File: src/rtl/radix4_seq_mult.sv
// radix4_seq_mult: sequential radix-4 multiplier, WIDTH/2 iterations; define SIGNED_MODE_EN to add iSigned for two's-complement operands.
module radix4_seq_mult #(
  parameter int WIDTH = 16
) (
  input  logic               Clock,
  input  logic               Reset,
  input  logic               iStart,
  input  logic [WIDTH-1:0]   iData_A,
  input  logic [WIDTH-1:0]   iData_B,
`ifdef SIGNED_MODE_EN
  input  logic               iSigned,
`endif
  output logic               oBusy,
  output logic               oDone,
  output logic [2*WIDTH-1:0] oResult
);
  localparam int CW = $clog2(WIDTH/2) > 0 ? $clog2(WIDTH/2) : 1;
  localparam logic [CW-1:0] LAST = CW'(WIDTH/2 - 1);
  typedef enum logic [1:0] {IDLE, CALC, DONE} state_t;
  state_t state, state_nx;
  logic [2*WIDTH-1:0] mcand, acc, term, sum, a_ext;
  logic [WIDTH-1:0] mplier;
  logic [CW-1:0] cnt;
  logic in_sgn, sgn, accept, last, neg_top;
`ifdef SIGNED_MODE_EN
  assign in_sgn = iSigned;
`else
  assign in_sgn = 1'b0;
`endif
  assign accept = iStart && state != CALC;
  assign last = cnt == LAST;
  // in signed mode the top digit of B carries weight -2 on its upper bit
  assign neg_top = sgn && last;
  assign a_ext = {{WIDTH{in_sgn & iData_A[WIDTH-1]}}, iData_A};
  always_comb begin
    term = mplier[1:0] == 2'd0 ? '0 :
           mplier[1:0] == 2'd1 ? mcand :
           mplier[1:0] == 2'd2 ? (neg_top ? -(mcand << 1) : mcand << 1) :
                                 (neg_top ? -mcand : mcand + (mcand << 1));
    sum = acc + term;
  end
  always_ff @(posedge Clock)
    if (Reset) state <= IDLE;
    else state <= state_nx;
  always_comb
    state_nx = accept ? CALC : state == CALC ? (last ? DONE : CALC) : IDLE;
  always_comb begin
    oBusy = state == CALC;
    oDone = state == DONE;
  end
  always_ff @(posedge Clock) begin
    if (Reset) begin
      acc <= '0;
      cnt <= '0;
      mcand <= '0;
      mplier <= '0;
      sgn <= 1'b0;
      oResult <= '0;
    end else if (accept) begin
      acc <= '0;
      cnt <= '0;
      mcand <= a_ext;
      mplier <= iData_B;
      sgn <= in_sgn;
    end else if (state == CALC) begin
      acc <= sum;
      cnt <= cnt + 1'b1;
      mcand <= mcand << 2;
      mplier <= mplier >> 2;
      if (last) oResult <= sum;
    end
  end
endmodule

File: config.mk
export PLATFORM = sky130hd
export DESIGN_NAME = radix4_seq_mult
export DESIGN_NICKNAME = d
export VERILOG_FILES = /design/src/rtl/radix4_seq_mult.sv
export SDC_FILE = /design/constraint.sdc
export NUM_CORES = 1
export LEC_CHECK = 0
export ABC_CLOCK_PERIOD_IN_PS = 8500
export CAP_MARGIN = 20
export CORE_AREA = 4 4 121 123
export DETAILED_ROUTE_END_ITERATION = 12
export DIE_AREA = 0 0 125 127
export PLACE_DENSITY = 0.91
export SYNTH_ARGS = -nofsm -noshare
export SYNTH_HDL_FRONTEND = slang
export SYNTH_SLANG_ARGS = --single-unit
export TNS_END_PERCENT = 1
File: constraint.sdc
create_clock -name Clock -period 8.5 [get_ports Clock]
set_input_delay 1.7 -clock Clock [delete_from_list [all_inputs] [get_ports Clock]]
set_output_delay 1.7 -clock Clock [all_outputs]
set_load 0.02 [all_outputs]
# Word level (Yosys, flattened, before mapping)
# Cells that the tools add are included.
# word_totals
reg_bits,117
out_inout_bits,34
# op_classes
addsub,3
eq_ne,6
muxes,10
bitwise,2
n_reduce_logical,6
# ops
operator,count
32-bit 2-to-1 mux,3
32-bit adder,2
16-bit 2-to-1 mux,4
"2-bit by 1-bit == test with 1-bit output, second input constant",2
"2-bit == test, second input constant",2
"3-bit by 1-bit adder with 3-bit output, second input constant",1
"3-bit == test, second input constant",1
3-bit AND reduction,1
3-bit OR reduction,1
2-bit zero test,1
1-bit 2-to-1 mux,2
2-bit 2-to-1 mux,1
"2-bit by 1-bit != test with 1-bit output, second input constant",1
1-bit NOT,2
2-bit nonzero test,1
2-bit OR reduction,1
1-bit logical AND,1

# Logic depth before layout (Yosys ltp)
# Gate-level depths: netlist of the first run.
# logic_depth
ltp_word,5
mapped_depth,24

# Worst setup path after synthesis of the first run
# No wires, ideal clock.
# synth_path
path_type,register to register
startpoint,register mcand[8]
endpoint,register oResult[24]
setup_time_ns,0.117
arrival_time_ns,4.750
required_ns,8.383
path_slack_ns,3.634
stages_incl_launch_ff,22
period_less_slack_ns,4.866
path_cell_list,dfxtp_1 ha_1 a211o_1 or3_1 or3_1 a41o_1 a21oi_2 o21bai_1 a21oi_2 o21ai_1 xor2_1 a31o_1 ha_1 and2_1 a32o_1 or3_1 a21oi_2 o21ai_1 a2111oi_4 o31ai_1 nor2b_1 a22o_1
# synth_via
elab_chain_cells,5
# synth_lines
element,line,text
from (decl),21,"logic [2*WIDTH-1:0] mcand, acc, term, sum, a_ext;"
from (signal assigned),62,mcand <= a_ext;
from (signal assigned),68,mcand <= mcand << 2;
32-bit adder,39,(neg_top ? -mcand : mcand + (mcand << 1));
32-bit 2-to-1 mux,38,mplier[1:0] == 2'd2 ? (neg_top ? -(mcand << 1) : mcand << 1) :
32-bit 2-to-1 mux (*),37,mplier[1:0] == 2'd1 ? mcand :
32-bit 2-to-1 mux (*),36,term = mplier[1:0] == 2'd0 ? '0 :
32-bit adder (*),40,sum = acc + term;
to (signal assigned),70,if (last) oResult <= sum;
to (decl),15,output logic [2*WIDTH-1:0] oResult
# Mark *: on every way between the ends. The rest lies on a longest branch, timed or not.
# A chain may end at the register's enable or synchronous reset.

# Worst setup path in the final report of the first run
# layout_path
startpoint,register mcand[1]
endpoint,register acc[31]
# layout_via
elab_chain_cells,5
# layout_lines
element,line,text
32-bit adder,39,
32-bit 2-to-1 mux,38,
32-bit 2-to-1 mux (*),37,
32-bit 2-to-1 mux (*),36,
32-bit adder (*),40,
to (signal assigned),66,acc <= sum;
to (decl),21,
# Marks and branches as above.

==> PnR_summary.wiki, run 1 <==
{| class="wikitable"
! Metric !! Value
|-
| Netlist cell types || 72
|-
| Area Overhead vs Synth || 16.0%
|-
| N_diodes || 0
|-
| Tcrit/Tclk final || 0.632
|-
| Syn Std Cell Area || 0.00805 sq mm
|-
| H-tree levels || 4
|-
| DRC || 0
|-
| Max_slew headroom || 0.282
|-
| Number of clock buffers inserted by TritonCTS || 17
|-
| Largest net degree at the start of global routing || 59
|-
| Sequential fraction of the synthesis area || 0.291
|-
| Worst hold slack after final layout || 456 ps
|-
| Fraction of power spent switching nets || 0.279
|-
| Share of power burned in combinational logic || 0.139
|-
| Clock network latency to the later pin of the worst-skew pair || 430 ps
|-
| Pwr dens || 161 mW/mm^2
|-
| Fraction of final layout cells sized beyond drive strength 1 || 0.0729
|-
| Worst hold path type || register to register
|-
| Met2 layer usage reported by global route || 0.394
|-
| Global routing usage on met1 || 0.348
|-
| Critical Path Start Type || register
|-
| TNS Setup || 0 ps
|-
| Clock transition at path regs || 60 ps
|-
| Number of violations reported at the end of detailed-routing iteration 0 || 766
|-
| Outcome || finished clean
|-
| Via count || 7459
|-
| Leakage power || 4.00 nW
|-
| Power Internal || 0.00109 W
|-
| Post-Route WL || 19700 um
|-
| Detail Route Antenna Nets || 0
|-
| Crit-path max FO || 6
|-
| Async S/R FF share, synth || 0
|-
| Syn. warnings || 0
|-
| Per-cell via count in the routed design || 6.10
|-
| Number of maximum-capacitance constraint violations || 0
|-
| Crit path capture type || register
|-
| Number of I/O port buffers || 68
|-
| Std-Cell Rows || 43
|-
| Data arrival at the endpoint of the critical path || 5640 ps
|-
| Total iterations of the first detailed-routing run || 5
|-
| Starting Density || 0.589
|-
| Wire length of the first global-routing pass || 33700 um
|-
| Number of setup buffers added after CTS || 0
|-
| Required time at the worst-slack endpoint || 8770 ps
|-
| Bufs on Longest Clock Path || 2
|-
| Number of synthesized flops with an enable pin || 0
|-
| Global route hottest layer || met2
|-
| Half-perimeter wire length of the detailed placement result || 13700 um
|-
| Part of the total power dissipated in sequential elements || 0.390
|-
| TritonCTS clock tree || yes
|-
| Count of cells resized by post-cts repair || 0
|-
| Seq cells post-synth || 117
|-
| Final number of max-transition violations || 0
|-
| Number of antenna violations at the first check in global routing || 0
|-
| I/O pin cnt || 69
|-
| Global-route congestion overflow total || 0
|-
| Fin crit period || 5370 ps
|-
| Number of global-route vias before repair || 7095
|-
| Average wire per standard cell || 16.1 um
|-
| FMAX || 186 MHz
|-
| Synth Net Count || 1090
|-
| CTS Root Cell || clkbuf_16
|-
| Clk network pwr share || 0.470
|-
| Width of the die || 125 um
|-
| Number of failing setup endpoints in the final timing report || 0
|-
| Count of mapped cells out of synthesis || 990
|-
| WS Path Type || register to register
|-
| RSZ-0062 raised after global routing || false
|-
| Most frequently used flop master after synthesis || dfxtp_1
|-
| Placeable core region || 0.0137 sq mm
|-
| CTS Hold Buffers Added || 0
|-
| Final net count || 1130
|-
| Area of the die || 0.0159 sq mm
|-
| Mean instance size in the synthesized netlist || 8.13 sq um
|-
| Met3 capacity usage during global routing || 0.0527
|-
| Worst clock skew on the final layout || 7.57 ps
|-
| Worst-Margin Slew || 1080 ps
|-
| Switching power || 0.000421 W
|-
| Count of endpoints failing hold in the final timing report || 0
|-
| Overall fraction of global-route tracks in use || 0.252
|-
| Final Wtd Congestion || 0.960
|-
| Total clock sinks || 117
|-
| Die extent in y || 127 um
|-
| Max VDD drop || 0.000134 V
|}
==> cells in the final DEF (no fill, tap or decap), types with 4 or more instances in the layout <==
master,instances
nand2_1,136
dfxtp_1,117
a21oi_1,103
nor2_1,82
clkdlybuf4s50_1,67
ha_1,63
a22o_1,47
mux2i_1,37
a211oi_1,35
o21ai_0,31
xnor2_1,29
inv_1,23
a21o_1,21
xor2_1,20
clkbuf_16,17
nor3_1,16
mux2_2,13
nor2b_1,11
nand3_1,11
o21bai_1,10
and3_1,10
o21a_1,10
o21ai_1,8
nand2b_1,7
a31oi_1,7
buf_4,7
a22oi_1,6
a211o_1,6
o31ai_1,6
or3_1,6
clkinvlp_4,5
clkinv_4,5
nand4_1,4
a21oi_2,4
==> metal layers <==
layer  vias up  wire length, um
met5         -                0
met4         0              385
met3        39             1360
met2       241             8780
met1      3487             9140
li1       3692                -
==> sequential cells by signal (all words and copies together), names as in the netlist <==
name,flops
acc,32
cnt,3
mplier,16
oResult,32
mcand,32
state,2
==> worst max-delay path, cell delays in order, from the launching register on <==
cell	delay (ps)
dfxtp_1	430
ha_1	220
inv_1	60
fa_1	390
nand2b_1	180
a21oi_1	240
o41ai_2	140
a21oi_1	300
nand2_1	130
o21ai_1	200
o31a_1	200
xor2_1	70
mux2_2	260
a22o_1	210
ha_1	380
a21o_1	200
a21o_1	170
a21oi_1	220
nand2_1	80
a21oi_1	250
mux2i_1	120
a311oi_1	430
and3_1	240
nor4_2	50
==> final timing paths <==
kind	start	slack, ps	end	cells after the start
worst max-delay path	mcand[1]	3130	acc[31]	23
worst min-delay path	oResult[7]	460	oResult[7]	2
worst max register to register	mcand[1]	3130	acc[31]	23
worst min register to register	oResult[7]	460	oResult[7]	2
==> metrics by stage <==
stage               cell area, sq um  worst slack (ps)   util  std cells  power (W)
CTS                             9340              3170  0.684       1223    0.00151
detailed placement              8760              3180  0.641       1191   0.000805
floorplan                       8050              3630      -        990   0.000751
global route                    9340              2780  0.684       1223    0.00157
global placement                8760              3200  0.641       1191   0.000800
finish                          9340              3130  0.684       1223    0.00151
==> synthesized netlist by cell type, types with 4 or more instances <==
master,number,area share
a211o_1,6,0.0065
a211oi_1,35,0.033
a21o_1,21,0.020
a21oi_1,104,0.065
a22o_1,47,0.051
a22oi_1,6,0.0056
a31oi_1,7,0.0054
and3_1,10,0.0078
buf_1,5,0.0023
clkbuf_1,42,0.020
clkbuf_8,4,0.0068
dfxtp_1,117,0.29
ha_1,63,0.098
inv_1,24,0.011
mux2_2,13,0.018
mux2i_1,37,0.046
nand2_1,136,0.063
nand2b_1,8,0.0062
nand3_1,11,0.0068
nand4_1,4,0.0031
nor2_1,82,0.038
nor2b_1,11,0.0085
nor3_1,16,0.0099
o21a_1,10,0.0093
o21ai_0,31,0.019
o21ai_1,8,0.0050
o21bai_1,10,0.0093
o31ai_1,6,0.0056
or3_1,6,0.0047
xnor2_1,29,0.032
xor2_1,20,0.022
==> power by group through the flow <==
stage / registers, W / logic (W) / clock network [W]
3_3_place_gp: 0.000598 / 0.000202 / 0
2_1_floorplan: 0.000589 / 0.000162 / 0
6_report: 0.000588 / 0.000210 / 0.000709
4_1_cts: 0.000587 / 0.000208 / 0.000716
3_5_place_dp: 0.000599 / 0.000206 / 0
5_1_grt: 0.000590 / 0.000232 / 0.000743
==> kinds of logic (layout without fill, tap and decap cells) <==
logic type | count (synthesis) | after routing | share of synthesized area
adder cells (fa/ha/maj) | 65 | 65 | 0.103
flip-flops | 117 | 117 | 0.291
multiplexers | 51 | 51 | 0.0660
AO/OA/AOI/OAI | 322 | 322 | 0.271
buffers and inverters | 78 | 131 | 0.0434
AND/OR/NAND/NOR | 308 | 308 | 0.172
XOR/XNOR | 49 | 49 | 0.0533
==> layout make-up <==
type / instances / area [sq um]
Multi-Input combinational cell: 795 / 5370
Fill cell: 1112 / 4320
Sequential cell: 117 / 2340
Timing Repair Buffer: 75 / 728
Clock buffer: 18 / 429
Tap cell: 180 / 225
Clock inverter: 14 / 155
Inverter: 24 / 90.1
Note: power is estimated with default switching activity, not from simulation.
==> run 2, diff against run 1 <==
==> config.mk (replaced) <==
export PLATFORM = sky130hd
export DESIGN_NAME = radix4_seq_mult
export DESIGN_NICKNAME = d
export VERILOG_FILES = /design/src/rtl/radix4_seq_mult.sv
export SDC_FILE = /design/constraint.sdc
export NUM_CORES = 1
export LEC_CHECK = 0
export ABC_CLOCK_PERIOD_IN_PS = 4600
export CAP_MARGIN = 20
export CORE_AREA = 4 4 129 131
export DETAILED_ROUTE_END_ITERATION = 12
export DIE_AREA = 0 0 133 135
export PLACE_DENSITY = 0.85
export SYNTH_ARGS = -nofsm -noshare
export SYNTH_HDL_FRONTEND = slang
export SYNTH_SLANG_ARGS = --single-unit
export TNS_END_PERCENT = 1
==> constraint.sdc (replaced) <==
create_clock -name Clock -period 4.6 [get_ports Clock]
set_input_delay 0.92 -clock Clock [delete_from_list [all_inputs] [get_ports Clock]]
set_output_delay 0.92 -clock Clock [all_outputs]
set_load 0.02 [all_outputs]
==> PnR_summary.wiki, run 2 (synthesis gave the netlist of run 1 again) <==
{| class="wikitable"
! Metric !! Value
|-
| Clock network latency to the later pin of the worst-skew pair || 430 ps (about the same)
|-
| Leakage power || 4.70 nW (+18%)
|-
| Number of global-route vias before repair || 8034 (+13%)
|-
| RSZ-0062 raised after global routing || true
|-
| Wire length of the first global-routing pass || 38000 um (+13%)
|-
| Number of failing setup endpoints in the final timing report || 20 (+20)
|-
| Post-Route WL || 23300 um (+19%)
|-
| Regs by FF count || acc x32, mcand x32, oResult x32
|-
| Tcrit/Tclk final || 1.10 (+0.468)
|-
| Total iterations of the first detailed-routing run || 5 (unchanged)
|-
| Std-Cell Rows || 46 (+7.0%)
|-
| Number of violations reported at the end of detailed-routing iteration 0 || 493 (-36%)
|-
| Area Overhead vs Synth || 31.1%
|-
| Fraction of final layout cells sized beyond drive strength 1 || 0.209 (+0.136)
|-
| TritonCTS clock tree || yes
|-
| Bufs on Longest Clock Path || 2 (unchanged)
|-
| H-tree levels || 4 (unchanged)
|-
| Required time at the worst-slack endpoint || 4920 ps (-3850 ps)
|-
| FMAX || 198 MHz (+6.2%)
|-
| Commonest cells after routing, fill and taps aside || buf_4, nand2_1, dfxtp_1
|-
| Width of the die || 133 um (+6.4%)
|-
| Placeable core region || 0.0156 sq mm (+14%)
|-
| Worst hold path type || register to register
|-
| Largest net degree at the start of global routing || 91 (+54%)
|-
| Data arrival at the endpoint of the critical path || 5380 ps (-260 ps)
|-
| Worst hold slack after final layout || 455 ps (-1.41 ps)
|-
| Pwr dens || 270 mW/mm^2 (+67%)
|-
| Launching point of the worst reg2reg path || mcand[8]
|-
| DRC || 0 (unchanged)
|-
| Crit path capture type || register
|-
| Post-layout worst setup margin || -459 ps (-3590 ps)
|-
| Critical Path Start Type || register
|-
| Half-perimeter wire length of the detailed placement result || 16000 um (+16%)
|-
| Total clock sinks || 117 (unchanged)
|-
| Average wire per standard cell || 16.8 um (+4.6%)
|-
| Outcome || finished with violations
|-
| CTS Root Cell || clkbuf_16
|-
| Area of the die || 0.0180 sq mm (+13%)
|-
| Detail Route Antenna Nets || 0 (unchanged)
|-
| Via count || 8161 (+9.4%)
|-
| Starting Density || 0.516 (-0.0730)
|-
| Number of clock buffers inserted by TritonCTS || 17 (unchanged)
|-
| Number of antenna violations at the first check in global routing || 0 (unchanged)
|-
| Final Wtd Congestion || 0.916 (-4.6%)
|-
| Overall fraction of global-route tracks in use || 0.256 (+0.00487)
|-
| Number of I/O port buffers || 68 (unchanged)
|-
| Global-route congestion overflow total || 0 (unchanged)
|-
| Number of maximum-capacitance constraint violations || 0 (unchanged)
|-
| Worst min-delay path startpoint || oResult[16]
|-
| Per-cell via count in the routed design || 5.88 (-3.6%)
|-
| Crit-path max FO || 5 (-1)
|-
| Final net count || 1261 (+12%)
|-
| Clock transition at path regs || 60 ps (about the same)
|-
| Violated checks || setup timing
|-
| Number of standard cells in the final layout excluding fillers || 1388 (+13%)
|-
| Max VDD drop || 0.000267 V (+99%)
|-
| WS Path Type || register to register
|-
| Final number of max-transition violations || 0 (unchanged)
|-
| Worst-Margin Slew || 927 ps (-150 ps)
|-
| Number of cells in the design after placement || 1354 (+14%)
|-
| Max_slew headroom || 0.382 (+0.0997)
|-
| Commonest non-fill, non-tap cell in the layout || buf_4
|-
| CTS Hold Buffers Added || 0 (unchanged)
|-
| Die extent in y || 135 um (+6.3%)
|-
| Count of endpoints failing hold in the final timing report || 0 (unchanged)
|-
| Fin crit period || 5060 ps (-311 ps)
|-
| I/O pin cnt || 69 (unchanged)
|-
| Crit. Startpoint || mcand[8]
|-
| N_diodes || 0 (unchanged)
|-
| Worst clock skew on the final layout || 11.1 ps (+3.51 ps)
|}
[run 2: stage by stage]
stage	area (sq um)	total power (W)	setup TNS, ps	setup WS [ps]	util
floorplan	8080	0.00139	-20.8	-20.8	-
global placement	9790	0.00157	-3280	-324	0.628
detailed placement	9790	0.00158	-4520	-437	0.628
CTS	10400	0.00284	-3350	-383	0.668
global route	10600	0.00297	-9990	-625	0.677
finish	10600	0.00285	-4720	-459	0.677
[run 2: cell type report]
class	instances	area, sq um
Inverter	24	90.1
Fill cell	1230	5040
Sequential cell	117	2350
Multi-Input combinational cell	795	5580
Timing Repair Buffer	206	1710
Clock buffer	23	478
Clock inverter	7	75.1
Tap cell	216	270
[run 2: critical path, stage by stage (launching register included)]
cell and delay, ps:
dfxtp_2 320, buf_4 130, ha_2 170, a211o_1 320
or3_1 330, or3_1 330, a41o_1 250, a21oi_2 190
xnor2_1 80, mux2_2 270, a22o_4 240, ha_4 230
buf_4 140, nand2_2 70, o21ai_2 80, a32o_2 280
or3_4 340, a21oi_4 190, buf_4 150, o2111ai_1 180
nand2_1 120, o21ai_0 120, xor2_1 180, a22o_1 230
[run 2: worst paths after layout]
kind                                    end  slack, ps  depth (start not counted)
worst min register to register  oResult[16]        450                          2
worst max-delay path                acc[30]       -460                         23
worst min-delay path            oResult[16]        450                          2
worst max register to register      acc[30]       -460                         23
[run 2: repair_timing]
| item | 4_1_cts | 5_1_grt |
|---|---|---|
| setup buffers | 0 | 4 |
| pin swaps | 7 | 8 |
| endpoints found under the setup margin | 22 | 32 |
| resized for setup | 16 | 31 |
[run 2: power breakdown]
part,internal [W],leakage [nW],switching (W),total [W]
logic,0.000239,3.49,0.000268,0.000507
clock network,0.000778,0.261,0.000484,0.00126
registers,0.00105,0.952,0.0000321,0.00108
total,0.00206,4.70,0.000785,0.00285
[run 2: layer usage]
metal	global-route usage	routed length [um]	vias up
met2	0.436	11300	285
met4	0.128	984	0
met1	0.311	9920	3854
met5	0	0	-
met3	0.0492	1100	82
li1	-	-	3940
